`config.mk`:
```
export PLATFORM = sky130hd
export DESIGN_NAME = pipe_hazard_ctrl
export DESIGN_NICKNAME = d
export VERILOG_FILES = /design/src/rtl/pipe_ctrl_pkg.sv /design/src/rtl/load_use_detect.sv /design/src/rtl/pipe_hazard_ctrl.sv
export SDC_FILE = /design/constraint.sdc
export NUM_CORES = 1
export LEC_CHECK = 0
export ABC_AREA = 1
export ABC_CLOCK_PERIOD_IN_PS = 2600
export BUFFER_PORTS_ARGS = -buffer_cell sky130_fd_sc_hd__buf_2
export CORE_UTILIZATION = 40
export CTS_CLUSTER_DIAMETER = 40
export DETAILED_ROUTE_END_ITERATION = 6
export PLACE_DENSITY = 0.62
export SLEW_MARGIN = 10
export SYNTH_ARGS = -nofsm -noshare
export SYNTH_HDL_FRONTEND = slang
export SYNTH_SLANG_ARGS = --single-unit
```
`constraint.sdc`:
```
create_clock -name CLK -period 2.6 [get_ports CLK]
set_input_delay 0.52 -clock CLK [delete_from_list [all_inputs] [get_ports CLK]]
set_output_delay 0.52 -clock CLK [all_outputs]
set_load 0.05 [all_outputs]
```
`src/rtl/pipe_ctrl_pkg.sv`:
```
// Shared types and constants for the pipeline stall/flush sequencer.
// Pure declarations: no latency and no backpressure of its own.
package pipe_ctrl_pkg;

  localparam int REG_W = 5;
  localparam logic [REG_W-1:0] X0 = '0;

  typedef enum logic [1:0] {
    RUN      = 2'd0,
    FLUSH    = 2'd1,
    MEM_WAIT = 2'd2,
    HALT     = 2'd3
  } state_t;

  // Counter width able to hold 0..max_val, never narrower than one bit.
  function automatic int cnt_w(input int max_val);
    return ($clog2(max_val + 1) < 1) ? 1 : $clog2(max_val + 1);
  endfunction

endpackage

```
`src/rtl/load_use_detect.sv`:
```
// Flags an ID instruction that reads the destination of a load currently in EX.
// Purely combinational (zero latency); it has no flow control of its own.
module load_use_detect
  import pipe_ctrl_pkg::*;
(
  input  logic [REG_W-1:0] i_id_rs1,
  input  logic [REG_W-1:0] i_id_rs2,
  input  logic             i_id_uses_rs1,
  input  logic             i_id_uses_rs2,
  input  logic             i_ex_memread,
  input  logic [REG_W-1:0] i_ex_rd,
  output logic             o_load_use
);

  logic w_hit_rs1;
  logic w_hit_rs2;

  assign w_hit_rs1  = i_id_uses_rs1 && (i_ex_rd == i_id_rs1);
  assign w_hit_rs2  = i_id_uses_rs2 && (i_ex_rd == i_id_rs2);
  // x0 is hardwired to zero, so a load targeting it never creates a dependency
  assign o_load_use = i_ex_memread && (i_ex_rd != X0) && (w_hit_rs1 || w_hit_rs2);

endmodule

```
`src/rtl/pipe_hazard_ctrl.sv`:
```
// Stall/flush sequencer driving PC/IF_ID/ID_EX/EX_MEM enables; outputs decode state+inputs in the same cycle.
// dmem_busy freezes all stages; HAZARD_PERF_EN adds saturating stall/flush cycle counters.
module pipe_hazard_ctrl
  import pipe_ctrl_pkg::*;
#(
  parameter int FLUSH_CYCLES = 2,
  parameter int MEM_TIMEOUT  = 255
) (
  input  logic             CLK,
  input  logic             RST,
  input  logic [REG_W-1:0] i_id_rs1,
  input  logic [REG_W-1:0] i_id_rs2,
  input  logic             i_id_uses_rs1,
  input  logic             i_id_uses_rs2,
  input  logic             i_ex_memread,
  input  logic [REG_W-1:0] i_ex_rd,
  input  logic             i_branch_taken,
  input  logic             i_dmem_busy,
  output logic             o_pc_write,
  output logic             o_ifid_write,
  output logic             o_idex_write,
  output logic             o_exmem_write,
  output logic             o_ifid_flush,
  output logic             o_idex_bubble,
  output logic             o_halted,
  output logic [1:0]       o_state
`ifdef HAZARD_PERF_EN
  ,
  output logic [31:0]      o_stall_cycles,
  output logic [31:0]      o_flush_cycles
`endif
);

  localparam int FC_W = cnt_w(FLUSH_CYCLES);
  localparam int WC_W = cnt_w(MEM_TIMEOUT);
  localparam logic [FC_W-1:0] FLUSH_RELOAD = FC_W'(FLUSH_CYCLES - 1);
  localparam logic [WC_W-1:0] WAIT_LIMIT   = WC_W'(MEM_TIMEOUT);

  state_t          r_state;
  state_t          w_state_nxt;
  state_t          r_ret_state;
  state_t          w_ret_state_nxt;
  logic [FC_W-1:0] r_flush_cnt;
  logic [FC_W-1:0] w_flush_cnt_nxt;
  logic [WC_W-1:0] r_wait_cnt;
  logic [WC_W-1:0] w_wait_cnt_nxt;
  logic            r_halted;
  logic            w_halted_nxt;
  logic            w_load_use;

  logic w_pc_write;
  logic w_ifid_write;
  logic w_idex_write;
  logic w_exmem_write;
  logic w_ifid_flush;
  logic w_idex_bubble;

  load_use_detect u_load_use_detect (
    .i_id_rs1      (i_id_rs1),
    .i_id_rs2      (i_id_rs2),
    .i_id_uses_rs1 (i_id_uses_rs1),
    .i_id_uses_rs2 (i_id_uses_rs2),
    .i_ex_memread  (i_ex_memread),
    .i_ex_rd       (i_ex_rd),
    .o_load_use    (w_load_use)
  );

  always_ff @(posedge CLK) begin
    if (RST) begin
      r_state     <= RUN;
      r_ret_state <= RUN;
      r_flush_cnt <= '0;
      r_wait_cnt  <= '0;
      r_halted    <= 1'b0;
    end else begin
      r_state     <= w_state_nxt;
      r_ret_state <= w_ret_state_nxt;
      r_flush_cnt <= w_flush_cnt_nxt;
      r_wait_cnt  <= w_wait_cnt_nxt;
      r_halted    <= w_halted_nxt;
    end
  end

  always_comb begin
    w_state_nxt     = r_state;
    w_ret_state_nxt = r_ret_state;
    w_flush_cnt_nxt = r_flush_cnt;
    w_wait_cnt_nxt  = r_wait_cnt;
    w_halted_nxt    = r_halted;
    case (r_state)
      RUN: begin
        if (i_dmem_busy) begin
          w_state_nxt     = MEM_WAIT;
          w_ret_state_nxt = RUN;
          w_wait_cnt_nxt  = WC_W'(1);
        end else if (i_branch_taken && (FLUSH_CYCLES > 1)) begin
          w_state_nxt     = FLUSH;
          w_flush_cnt_nxt = FLUSH_RELOAD;
        end
      end
      FLUSH: begin
        // flush_cnt is held across a freeze so the squash resumes where it left off
        if (i_dmem_busy) begin
          w_state_nxt     = MEM_WAIT;
          w_ret_state_nxt = FLUSH;
          w_wait_cnt_nxt  = WC_W'(1);
        end else if (r_flush_cnt <= FC_W'(1)) begin
          w_state_nxt     = RUN;
          w_flush_cnt_nxt = '0;
        end else begin
          w_flush_cnt_nxt = r_flush_cnt - FC_W'(1);
        end
      end
      MEM_WAIT: begin
        if (!i_dmem_busy) begin
          w_state_nxt    = r_ret_state;
          w_wait_cnt_nxt = '0;
        end else if (r_wait_cnt == WAIT_LIMIT) begin
          w_state_nxt  = HALT;
          w_halted_nxt = 1'b1;
        end else if (r_wait_cnt != '1) begin
          w_wait_cnt_nxt = r_wait_cnt + WC_W'(1);
        end
      end
      default: begin
        w_state_nxt = HALT;
      end
    endcase
  end

  always_comb begin
    w_pc_write    = 1'b1;
    w_ifid_write  = 1'b1;
    w_idex_write  = 1'b1;
    w_exmem_write = 1'b1;
    w_ifid_flush  = 1'b0;
    w_idex_bubble = 1'b0;
    case (r_state)
      RUN: begin
        if (i_dmem_busy) begin
          {w_pc_write, w_ifid_write, w_idex_write, w_exmem_write} = 4'b0000;
        end else if (i_branch_taken) begin
          w_ifid_flush  = 1'b1;
          w_idex_bubble = 1'b1;
        end else if (w_load_use) begin
          w_pc_write    = 1'b0;
          w_ifid_write  = 1'b0;
          w_idex_bubble = 1'b1;
        end
      end
      FLUSH: begin
        if (i_dmem_busy) begin
          {w_pc_write, w_ifid_write, w_idex_write, w_exmem_write} = 4'b0000;
        end else begin
          w_ifid_flush  = 1'b1;
          w_idex_bubble = 1'b1;
        end
      end
      default: begin
        // MEM_WAIT stays frozen through the cycle busy drops; HALT is frozen until reset
        {w_pc_write, w_ifid_write, w_idex_write, w_exmem_write} = 4'b0000;
      end
    endcase
    if (RST) begin
      {w_pc_write, w_ifid_write, w_idex_write, w_exmem_write} = 4'b0000;
      w_ifid_flush  = 1'b0;
      w_idex_bubble = 1'b0;
    end
  end

  assign o_pc_write    = w_pc_write;
  assign o_ifid_write  = w_ifid_write;
  assign o_idex_write  = w_idex_write;
  assign o_exmem_write = w_exmem_write;
  assign o_ifid_flush  = w_ifid_flush;
  assign o_idex_bubble = w_idex_bubble;
  assign o_halted      = r_halted;
  assign o_state       = r_state;

`ifdef HAZARD_PERF_EN
  logic [31:0] r_stall_cycles;
  logic [31:0] r_flush_cycles;

  always_ff @(posedge CLK) begin
    if (RST) begin
      r_stall_cycles <= '0;
      r_flush_cycles <= '0;
    end else begin
      if (!w_pc_write && (r_stall_cycles != '1)) begin
        r_stall_cycles <= r_stall_cycles + 32'd1;
      end
      if (w_ifid_flush && (r_flush_cycles != '1)) begin
        r_flush_cycles <= r_flush_cycles + 32'd1;
      end
    end
  end

  assign o_stall_cycles = r_stall_cycles;
  assign o_flush_cycles = r_flush_cycles;
`endif

endmodule

```
==> flow_metrics.py <==
metrics = {
    "cells_and_area": {
        "fin_area_um2": 1220,
        "multi_input_area_um2": 607,
        "diodes": 0,
        "syn_to_final_growth_pct": 20.6,
        "instances_no_fill": 232,
        "fin_util_pct": 53.2,
        "sequential_cell_area_um2": 280,
        "finalNetCount": 228,
        "final_layout_size_suffix_gt1_share_pct": 22.1,
        "n_fill_cell": 257,
    },
    "clocking": {
        "cts_resized": 0,
        "clk_pin_slew_ns": 0.08,
        "clock-root-buffer": "clkbuf_4",
        "cts_buffers": 3,
        "clk_latency_ns": 0.28,
        "cts_tree": "yes",
        "ctsHoldBuffers": 0,
        "clock_path_buffers": 2,
        "htree_levels": 1,
        "clock-sinks": 14,
        "postCtsSetupBuffers": 0,
    },
    "setup_path": {
        "cpLargestDelayFamily": "buffers and inverters",
        "cp_data_arrival_time_ns": 1.53,
        "crit_fanout": 5,
        "cp_cell_sequence": "buf_2, inv_1, nand4_1, o21ai_0, inv_1, nand3_1, nand2_1, inv_1, buf_2",
        "path_buf_inv": 5,
        "crit_required_ns": 2.08,
        "path_depth": 9,
        "crit_path_end_kind": "output port",
        "crit_type": "input pin to output port",
        "crit_top_cell": "inv_1",
        "endpoint": "o_pc_write",
        "critPathSlowestCell": "buf_2",
        "r2r_start": "r_wait_cnt[0]",
        "regToRegEndpoint": "r_wait_cnt[3]",
        "crit_path_start": "i_ex_rd[2]",
        "start_kind": "input pin",
        "r2r.worst_path.cells": 8,
        "r2r_slack_ns": 1.17,
        "max_stage_delay_ns": 0.26,
    },
    "yosys": {
        "netlist_area_um2": 1010,
        "netlist_instances": 174,
        "yosysWarnings": 0,
        "synth_largest_area_cell": "dfxtp_1",
        "ys_types": 22,
        "syn_nets": 197,
        "synthTopCellsByArea": "dfxtp_1 (28%), nand2_1 (20%), inv_1 (10%)",
        "ys_ff_latch": 14,
        "syn_avg_cell_area_um2": 5.82,
        "synth_top_area_share_pct": 27.7,
        "yosysSeqAreaShare_pct": 27.7,
    },
    "placement": {
        "dp.cells": 228,
        "dp_hpwl_mm": 1.80,
        "portBuffers": 30,
        "gp_congestion": 0.798,
        "place_ws_ns": 0.562,
        "place_area_um2": 1180,
    },
    "worst_hold_path": {
        "min_from": "o_halted",
        "worstHoldPathType": "register to register",
        "whs_path_depth": 2,
    },
    "timing": {
        "holdWs_ns": 0.456,
        "worst_pin_slew_ns": 0.388,
        "hold_viol": 0,
        "rsz0062_at_grt": "false",
        "fin_ws_ns": 0.549,
        "fin_crit_sh_pct": 78.9,
        "clock_skew_ns": 0.00361,
        "setup_violations": 0,
        "tns_ns": 0,
        "max_slew_margin_pct": 74.1,
        "maxSlewViolCount": 0,
        "fmax_mhz": 488,
        "period_needed_ns": 2.05,
    },
    "die": {
        "design.die.area_um2": 2740,
        "core.rowCount": 17,
        "start_util_pct": 44.1,
        "core_area_um2": 2300,
        "ios": 31,
        "fp.dieW_um": 52.3,
        "die_y_um": 52.3,
    },
    "routing": {
        "first_pass_iters": 4,
        "drt_iter0_markers": 12,
        "via_count": 1125,
        "routedWlPerCell_um": 9.74,
        "ant_nets": 0,
        "wl_mm": 2.26,
        "avgViaCountPerCell": 4.85,
        "drc": 0,
    },
    "global_routing": {
        "grt_max_degree": 14,
        "grt_pass1_wl_mm": 3.95,
        "grt_pass1_vias": 1019,
        "grt_overflow": 0,
        "track_usage_pct": 18.8,
        "grt_antenna_before_repair": 0,
    },
    "power": {
        "finalPower_mw": 0.514,
        "powerDensity_nw_per_um2": 421,
        "p_leak_nw": 0.614,
        "irDropWorstVdd_mv": 0.247,
    },
    "run_status": {
        "status": "finished clean",
    },
    "flow_run": {
        "maxCapViolCount": 0,
    },
}
-- cell usage in the layout (no fill, tap or decap), drive strengths merged --
cell    instances
nor3            2
clkbuf          4
dfxtp          14
a21oi          13
o31ai           1
inv            30
buf            30
nor2           23
o21ai          11
nand3          14
nand4           5
nand2          56
ha              1
-- area by class of cell --
class | instances | share of cell area (%)
clock buffer | 4 | 2.97
timing repair buffer | 30 | 12.3
multi-input combinational | 126 | 49.7
sequential | 14 | 23.0
inverter | 30 | 9.22
tap | 28 | 2.87
-- cells in the mapped netlist --
library cell  number
a21oi_2            2
nand3_1           13
o31ai_1            1
buf_4              2
o21ai_0            7
nand3_4            1
a21oi_1           11
nand4_1            5
nor3_1             2
clkbuf_1           1
nand2_1           53
inv_2              2
inv_1             28
dfxtp_1           14
o21ai_1            4
nor2_1            21
buf_2              1
nor2_4             1
nor2_2             1
nand2_2            1
nand2_4            2
ha_1               1
-- state kept, by name (all words and copies together) (netlist names) --
name and count:
o_halted 1, r_flush_cnt 2, r_ret_state 1, r_wait_cnt 8
o_state 2
-- power by group --
part	internal, mW	total (mW)	switching (mW)	leakage [nW]
clock network	0.0851	0.156	0.0713	0.0210
registers	0.220	0.228	0.00823	0.114
logic	0.0418	0.129	0.0874	0.480
-- routing by layer --
metal / vias to the layer above / routed length [um] / part of all wire [%] / track usage (%)
met3: 4 / 77 / 3.4 / 1.74
li1: 606 / - / - / -
met5: - / 0 / 0 / 0
met2: 22 / 1050 / 46 / 34.2
met4: 0 / 23 / 1.0 / 6.58
met1: 493 / 1110 / 49 / 22.5
-- kinds of logic after synthesis --
family	after synthesis	share of synthesized area (%)
buffers and inverters	34	13.5
adder cells (fa/ha/maj)	1	1.24
AND/OR/NAND/NOR	100	44.3
AO/OA/AOI/OAI	25	13.3
flip-flops	14	27.7
-- tightest hold or removal path: stages, from the launching register on --
cell and delay [ns]:
dfxtp_1 0.32, inv_1 0.05, a21oi_1 0.05
-- how the worst min path moves through the flow --
stage	slack, ns	end
after detailed placement	0.44	o_halted
after floorplan	0.43	r_wait_cnt[5]
after global placement	0.44	o_halted
after global routing	0.49	r_wait_cnt[5]
final	0.46	o_halted
after CTS	0.46	o_halted
(Power assumes the default switching activity.)
